**config.mk**
```make
export PLATFORM = sky130hd
export DESIGN_NAME = bcd_display_driver_flat
export DESIGN_NICKNAME = d
export VERILOG_FILES = /design/src/rtl/bcd_display_driver_if.sv /design/src/rtl/bcd_display_driver.sv /design/src/flat_wrapper.sv
export SDC_FILE = /design/constraint.sdc
export NUM_CORES = 1
export LEC_CHECK = 0
export ABC_AREA = 1
export CORE_ASPECT_RATIO = 0.5
export CORE_MARGIN = 2
export CORE_UTILIZATION = 26
export DETAILED_ROUTE_END_ITERATION = 7
export GPL_TIMING_DRIVEN = 0
export PLACE_DENSITY_LB_ADDON = 0.1
export SLEW_MARGIN = 20
export SYNTH_ARGS = -nofsm -noshare
export SYNTH_HDL_FRONTEND = slang
export SYNTH_SLANG_ARGS = --single-unit
```
**constraint.sdc**
```tcl
create_clock -name CLOCK_50 -period 1.85 [get_ports CLOCK_50]
set_input_delay 0.37 -clock CLOCK_50 [delete_from_list [all_inputs] [get_ports CLOCK_50]]
set_output_delay 0.37 -clock CLOCK_50 [all_outputs]
set_load 0.02 [all_outputs]
```
**src/rtl/bcd_display_driver_if.sv**
```systemverilog
// ---------------------------------------------------------------------------
// bcd_display_driver_if
// Bundles the request/result signals of the BCD display driver.
//   start     : request conversion of bin_in (one cycle, sampled on clk)
//   bin_in    : unsigned binary sample, WIDTH bits
//   busy      : conversion engine is shifting
//   done      : one-cycle pulse when bcd_out / HEX outputs update
//   overflow  : last completed conversion was saturated to 999
//   bcd_out   : {hundreds, tens, ones}
//   HEX0..2   : active-low segments {g,f,e,d,c,b,a} for ones/tens/hundreds
// master = producer of samples / consumer of display data (e.g. a bench)
// slave  = the driver itself
// ---------------------------------------------------------------------------
interface bcd_display_driver_if #(
    parameter int WIDTH = 10
);
    logic             start;
    logic [WIDTH-1:0] bin_in;
    logic             busy;
    logic             done;
    logic             overflow;
    logic [11:0]      bcd_out;
    logic [6:0]       HEX0;
    logic [6:0]       HEX1;
    logic [6:0]       HEX2;

    modport master (
        output start,
        output bin_in,
        input  busy,
        input  done,
        input  overflow,
        input  bcd_out,
        input  HEX0,
        input  HEX1,
        input  HEX2
    );

    modport slave (
        input  start,
        input  bin_in,
        output busy,
        output done,
        output overflow,
        output bcd_out,
        output HEX0,
        output HEX1,
        output HEX2
    );
endinterface

```
**src/rtl/bcd_display_driver.sv**
```systemverilog
// ---------------------------------------------------------------------------
// bcd_display_driver
// Sequential binary-to-BCD converter (shift-and-add-3, one bit per clock)
// followed by registered seven-segment decoding of three digits.
//   CLOCK_50 : system clock, rising edge
//   reset    : asynchronous, active-high
//   bus      : slave side of bcd_display_driver_if (start/bin_in in;
//              busy/done/overflow/bcd_out/HEX0..HEX2 out)
// Parameters:
//   WIDTH    : binary input width (4..16); must match the interface WIDTH
//   BLANK_LZ : 1 = blank leading zeros on HEX2/HEX1
// Inputs above 999 are replaced by 999 before conversion and flagged.
// ---------------------------------------------------------------------------
module bcd_display_driver #(
    parameter int WIDTH    = 10,
    parameter int BLANK_LZ = 1
) (
    input  logic                  CLOCK_50,
    input  logic                  reset,
    bcd_display_driver_if.slave   bus
);

    localparam int               CW       = $clog2(WIDTH + 1);
    localparam logic [CW-1:0]    LAST_BIT = CW'(WIDTH - 1);
    localparam logic [WIDTH-1:0] SAT_VAL  = WIDTH'(999);
    localparam logic [6:0]       SEG_BLANK = 7'b1111111;
    localparam logic [6:0]       SEG_ZERO  = 7'b1000000;
    // Upper digits come out of reset showing "blank" or "0" depending on
    // whether leading zeros are suppressed.
    localparam logic [6:0]       HEX_HI_RST = (BLANK_LZ != 0) ? SEG_BLANK : SEG_ZERO;

    typedef enum logic [1:0] {
        IDLE  = 2'd0,
        SHIFT = 2'd1,
        DONE  = 2'd2
    } state_t;

    state_t            state_q, state_d;
    logic [WIDTH-1:0]  shift_q, shift_d;
    logic [11:0]       scratch_q, scratch_d;
    logic [CW-1:0]     cnt_q, cnt_d;
    logic              ovf_pend_q, ovf_pend_d;
    logic [11:0]       bcd_q, bcd_d;
    logic              ovf_q, ovf_d;
    logic              done_q, done_d;
    logic [6:0]        hex0_q, hex0_d;
    logic [6:0]        hex1_q, hex1_d;
    logic [6:0]        hex2_q, hex2_d;

    logic [11:0]       scratch_adj;
    logic              in_over;

    // Active-low segment pattern {g,f,e,d,c,b,a} for one BCD digit.
    function automatic logic [6:0] seg7(input logic [3:0] d);
        logic [6:0] s;
        case (d)
            4'd0:    s = 7'b1000000;
            4'd1:    s = 7'b1111001;
            4'd2:    s = 7'b0100100;
            4'd3:    s = 7'b0110000;
            4'd4:    s = 7'b0011001;
            4'd5:    s = 7'b0010010;
            4'd6:    s = 7'b0000010;
            4'd7:    s = 7'b1111000;
            4'd8:    s = 7'b0000000;
            4'd9:    s = 7'b0010000;
            default: s = SEG_BLANK;
        endcase
        return s;
    endfunction

    // Double-dabble correction: any nibble >= 5 gets +3 before the shift so
    // that the carry lands in the next decimal digit. On the first shift the
    // scratch is zero, so the correction does nothing.
    generate
        for (genvar gi = 0; gi < 3; gi++) begin : g_add3
            always_comb begin
                if (scratch_q[gi*4 +: 4] >= 4'd5) begin
                    scratch_adj[gi*4 +: 4] = scratch_q[gi*4 +: 4] + 4'd3;
                end else begin
                    scratch_adj[gi*4 +: 4] = scratch_q[gi*4 +: 4];
                end
            end
        end
    endgenerate

    assign in_over = (32'(bus.bin_in) > 32'd999);

    // Next-state and datapath logic.
    always_comb begin
        state_d    = state_q;
        shift_d    = shift_q;
        scratch_d  = scratch_q;
        cnt_d      = cnt_q;
        ovf_pend_d = ovf_pend_q;
        bcd_d      = bcd_q;
        ovf_d      = ovf_q;
        done_d     = 1'b0;

        case (state_q)
            IDLE: begin
                if (bus.start) begin
                    if (in_over) begin
                        shift_d    = SAT_VAL;
                        ovf_pend_d = 1'b1;
                    end else begin
                        shift_d    = bus.bin_in;
                        ovf_pend_d = 1'b0;
                    end
                    scratch_d = '0;
                    cnt_d     = '0;
                    state_d   = SHIFT;
                end
            end
            SHIFT: begin
                scratch_d = {scratch_adj[10:0], shift_q[WIDTH-1]};
                shift_d   = {shift_q[WIDTH-2:0], 1'b0};
                cnt_d     = cnt_q + CW'(1);
                if (cnt_q == LAST_BIT) begin
                    state_d = DONE;
                end
            end
            DONE: begin
                bcd_d   = scratch_q;
                ovf_d   = ovf_pend_q;
                done_d  = 1'b1;
                state_d = IDLE;
            end
            default: begin
                state_d = IDLE;
            end
        endcase
    end

    // Segment decode works from the next bcd value so the HEX registers
    // update on the same edge as bcd_out.
    always_comb begin
        hex0_d = seg7(bcd_d[3:0]);
        hex1_d = seg7(bcd_d[7:4]);
        hex2_d = seg7(bcd_d[11:8]);
        if (BLANK_LZ != 0) begin
            if (bcd_d[11:8] == 4'd0) begin
                hex2_d = SEG_BLANK;
                if (bcd_d[7:4] == 4'd0) begin
                    hex1_d = SEG_BLANK;
                end
            end
        end
    end

    always_ff @(posedge CLOCK_50 or posedge reset) begin
        if (reset) begin
            state_q    <= IDLE;
            shift_q    <= '0;
            scratch_q  <= '0;
            cnt_q      <= '0;
            ovf_pend_q <= 1'b0;
            bcd_q      <= '0;
            ovf_q      <= 1'b0;
            done_q     <= 1'b0;
            hex0_q     <= SEG_ZERO;
            hex1_q     <= HEX_HI_RST;
            hex2_q     <= HEX_HI_RST;
        end else begin
            state_q    <= state_d;
            shift_q    <= shift_d;
            scratch_q  <= scratch_d;
            cnt_q      <= cnt_d;
            ovf_pend_q <= ovf_pend_d;
            bcd_q      <= bcd_d;
            ovf_q      <= ovf_d;
            done_q     <= done_d;
            hex0_q     <= hex0_d;
            hex1_q     <= hex1_d;
            hex2_q     <= hex2_d;
        end
    end

    assign bus.busy     = (state_q == SHIFT);
    assign bus.done     = done_q;
    assign bus.overflow = ovf_q;
    assign bus.bcd_out  = bcd_q;
    assign bus.HEX0     = hex0_q;
    assign bus.HEX1     = hex1_q;
    assign bus.HEX2     = hex2_q;

endmodule

```
**src/flat_wrapper.sv**
```systemverilog
// flat-port wrapper written by rule: the top's interface ports become plain ports
module bcd_display_driver_flat 
#(
    parameter int WIDTH    = 10,
    parameter int BLANK_LZ = 1
)
  (CLOCK_50, reset, bus_start, bus_bin_in, bus_busy, bus_done, bus_overflow, bus_bcd_out, bus_HEX0, bus_HEX1, bus_HEX2);
  bcd_display_driver_if #(.WIDTH(WIDTH)) bus_i ();
  input  logic CLOCK_50;
  input  logic reset;
  input wire logic [$bits(bus_i.start)-1:0] bus_start;
  input wire logic [$bits(bus_i.bin_in)-1:0] bus_bin_in;
  output wire logic [$bits(bus_i.busy)-1:0] bus_busy;
  output wire logic [$bits(bus_i.done)-1:0] bus_done;
  output wire logic [$bits(bus_i.overflow)-1:0] bus_overflow;
  output wire logic [$bits(bus_i.bcd_out)-1:0] bus_bcd_out;
  output wire logic [$bits(bus_i.HEX0)-1:0] bus_HEX0;
  output wire logic [$bits(bus_i.HEX1)-1:0] bus_HEX1;
  output wire logic [$bits(bus_i.HEX2)-1:0] bus_HEX2;
  assign bus_i.start = bus_start;
  assign bus_i.bin_in = bus_bin_in;
  assign bus_busy = bus_i.busy;
  assign bus_done = bus_i.done;
  assign bus_overflow = bus_i.overflow;
  assign bus_bcd_out = bus_i.bcd_out;
  assign bus_HEX0 = bus_i.HEX0;
  assign bus_HEX1 = bus_i.HEX1;
  assign bus_HEX2 = bus_i.HEX2;
  bcd_display_driver #(.WIDTH(WIDTH), .BLANK_LZ(BLANK_LZ)) u_core (.CLOCK_50(CLOCK_50), .reset(reset), .bus(bus_i));
endmodule
```
==> results.py <==
metrics = {
    "floorplanning": {
        "rows": 28,
        "initial_core_util": 0.272,
        "ios": 49,
        "dieWidth_um": 163,
        "core_sq_mm": 0.0121,
        "die_height_um": 83.4,
        "die-area_sq_mm": 0.0136,
    },
    "cells_and_area": {
        "final_nets": 482,
        "fin_cells": 618,
        "multiInputGateArea_sq_mm": 0.00148,
        "fillers": 1275,
        "antennaDiodeCount": 0,
        "seq_area_sq_mm": 0.00162,
        "areaGrowthSynthToFinish_pct": 37.7,
        "post_route_cells_drive_above_1_share": 0.210,
    },
    "yosys": {
        "yosysMostFrequentCell": "nand2_1",
        "synth_edf_count": 0,
        "syn_nets": 409,
        "syn_inst": 375,
        "avgSynthCellArea_sq_um": 8.75,
        "synth_area_leaders": "dfrtp_1, dfstp_2, nand2_1",
        "synth_warnings": 0,
        "netlist.area_leader.share": 0.374,
        "yosys-top-cells-count": "nand2_1, dfrtp_1, nand3_1",
        "ys_ff_latch": 64,
        "yosysTopAreaCell": "dfrtp_1",
        "synth_ff_type": "dfrtp_1",
        "yosys.cell_types.count": 26,
        "synth_area_sq_mm": 0.00328,
        "ys_seq_area_frac": 0.494,
        "async_reset_ff_frac": 1.00,
    },
    "sta": {
        "max_slew_margin": 0.704,
        "min_period_over_period": 0.974,
        "maxSlewViolCount": 0,
        "clock.fmax_mhz": 555,
        "period_minus_slack_ns": 1.80,
        "tightestPinTransition_ns": 0.443,
        "fin_tns_setup_ns": 0,
        "finalHoldViolations": 0,
        "clock_skew_ns": 0.00713,
        "worst_slack_ns": 0.0486,
        "setup_viol": 0,
    },
    "detailed_routing": {
        "viasPerCell": 4.26,
        "dr.pass1.iters": 6,
        "final_antenna_net_count": 0,
        "dr_total_vias": 2635,
        "drtIter0Drc": 119,
        "avgRoutedWirePerCell_um": 12.7,
        "routed_wl_mm": 7.82,
        "drc_errors": 0,
    },
    "worst_setup_path": {
        "reg2reg_depth": 9,
        "start_kind": "flip-flop",
        "cp.arrival_ns": 1.43,
        "r2r_start": "u_core.state_q[0]$_DFFE_PP0P_",
        "worst-path-buf-inv": 1,
        "crit_path_end_kind": "output port",
        "crit_family": "buffers and inverters",
        "slowest_delay_ns": 0.59,
        "r2r-end": "u_core.bus.HEX1[3]$_DFF_PP1_",
        "endpoint": "bus_HEX2[2]",
        "r2r_setup_slack_ns": 0.09,
        "cp_cell_sequence": "clkdlybuf4s50_1",
        "path_depth": 1,
        "crit_required_ns": 1.48,
        "critPathKind": "flip-flop to output port",
        "worstSetupStartpoint": "u_core.bus.HEX2[2]$_DFF_PP1_",
        "critPathMaxFanout": 1,
        "crit_slowest_cell": "clkdlybuf4s50_1",
    },
    "placement": {
        "portBuffers": 48,
        "post-dp-hpwl_mm": 5.73,
        "dp_cells": 590,
        "place_congestion": 0.794,
        "pre_cts_ws_ns": -0.354,
    },
    "grt": {
        "busiest_layer": "met1",
        "grt_util_met1": 0.175,
        "grt-ovfl-total": 0,
        "grt_pass1_vias": 2505,
        "grt_max_degree": 27,
        "grtUsageMet3": 0.0440,
        "grt_pass1_wl_mm": 12.9,
        "antenna_found_initial": 0,
        "grt_usage": 0.122,
        "grtUsageMet2": 0.168,
    },
    "cts": {
        "hold_buffers": 0,
        "clkTransAtPathRegs_ns": 0.06,
        "cts_made_buffers": 9,
        "cts_tree": "yes",
        "clockBufferDepth": 2,
        "clkSinkCount": 64,
        "cts-root-buf": "clkbuf_16",
        "clock_latency_ns": 0.33,
        "cts-htree-levels": 3,
    },
    "job": {
        "drv_cap": 0,
    },
    "power": {
        "ir_drop_mv": 0.454,
        "power.density_mw_per_mm2": 1750,
        "power.leakage_nw": 2.23,
        "p_total_w": 0.00789,
    },
    "run_status": {
        "status": "finished, final reports clean",
    },
    "hold_path": {
        "hp-class": "input pin to async pin",
    },
}
-- layout make-up --
type	instances	area share
inverters	52	0.0468
clock inverters	2	0.00775
well taps	165	0.0457
clock buffers	14	0.0628
plain buffers	4	0.00803
flip-flops and latches	64	0.359
repair buffers	63	0.143
multi-input cells	254	0.327
-- metrics by stage --
stage / utilization / hold WS [ns] / area, sq um
floorplan: - / 0.442 / 3290
global placement: 0.330 / 0.478 / 3970
detailed placement: 0.333 / 0.475 / 4010
CTS: 0.362 / 0.391 / 4360
global route: 0.375 / 0.404 / 4520
finish: 0.375 / 0.381 / 4520
-- power breakdown --
group	leakage, nW	switching, W	total (W)	internal, W
sequential	0.772	0.000338	0.00242	0.00209
clock	0.159	0.000601	0.00179	0.00119
combinational	1.30	0.00223	0.00368	0.00145
total	2.23	0.00317	0.00789	0.00472
-- worst register-to-register path, stage by stage, from the launching register on --
cell	delay (ns)
dfrtp_2	0.46
buf_4	0.16
nor2_4	0.12
nand2_1	0.08
nand2_2	0.12
inv_2	0.07
ha_1	0.30
nand3b_1	0.18
nand3_1	0.09
nand3_1	0.10
-- how the worst min path moves through the flow --
stage	from	slack, ns	to	cells after the start
CTS	reset	0.39	u_core.shift_q[5]$_DFFE_PP0P_	2
global route	reset	0.40	u_core.shift_q[5]$_DFFE_PP0P_	2
floorplan	u_core.ovf_pend_q$_DFFE_PP0P_	0.44	u_core.bus.overflow$_DFFE_PP0P_	2
finish	reset	0.38	u_core.shift_q[5]$_DFFE_PP0P_	2
detailed placement	u_core.bus.overflow$_DFFE_PP0P_	0.47	u_core.bus.overflow$_DFFE_PP0P_	2
global placement	u_core.bus.overflow$_DFFE_PP0P_	0.48	u_core.bus.overflow$_DFFE_PP0P_	2
-- flip-flops by register name (all words and copies together) (netlist names), 2 cells and up --
register,cells
u_core.cnt_q,4
u_core.bus.HEX0,7
u_core.state_q,2
u_core.bus.bcd_out,12
u_core.bus.HEX2,7
u_core.bus.HEX1,7
u_core.shift_q,10
u_core.scratch_q,12
-- cells in the final DEF, fill, tap and decap left out, types with 3 or more instances in the layout --
cell,n
ha_1,21
nor2_2,3
o21ai_4,3
dfrtp_1,47
nand3_1,45
o22ai_1,6
clkbuf_8,4
dlymetal6s2s_1,6
nand2_1,102
nand2_2,9
o21ai_2,5
nand2_4,8
dfstp_2,15
inv_2,10
nand3b_1,4
buf_2,3
o21ai_0,16
o211ai_1,6
clkbuf_16,10
inv_1,39
nor2_1,13
buf_4,12
clkdlybuf4s50_1,41
-- metal layers --
layer | vias to the layer above | wire length, um
li1 | 1353 | -
met5 | - | 0
met4 | 0 | 97
met2 | 52 | 3040
met1 | 1222 | 4330
met3 | 8 | 354
-- repair_timing --
action / CTS / global route
endpoints found under the setup margin: 12 / 24
buffers inserted: 0 / 12
cloned: 0 / 1
pin swaps: 0 / 3
gates resized for setup: 13 / 17
-- cell families after synthesis --
group,after synthesis,share of synthesized area
AND/OR/NAND/NOR,189,0.265
flip-flops,64,0.494
buffers and inverters,57,0.0709
AO/OA/AOI/OAI,42,0.0846
adder cells (fa/ha/maj),21,0.0801
XOR/XNOR,2,0.00534
Note: power is estimated with default switching activity, not from simulation.
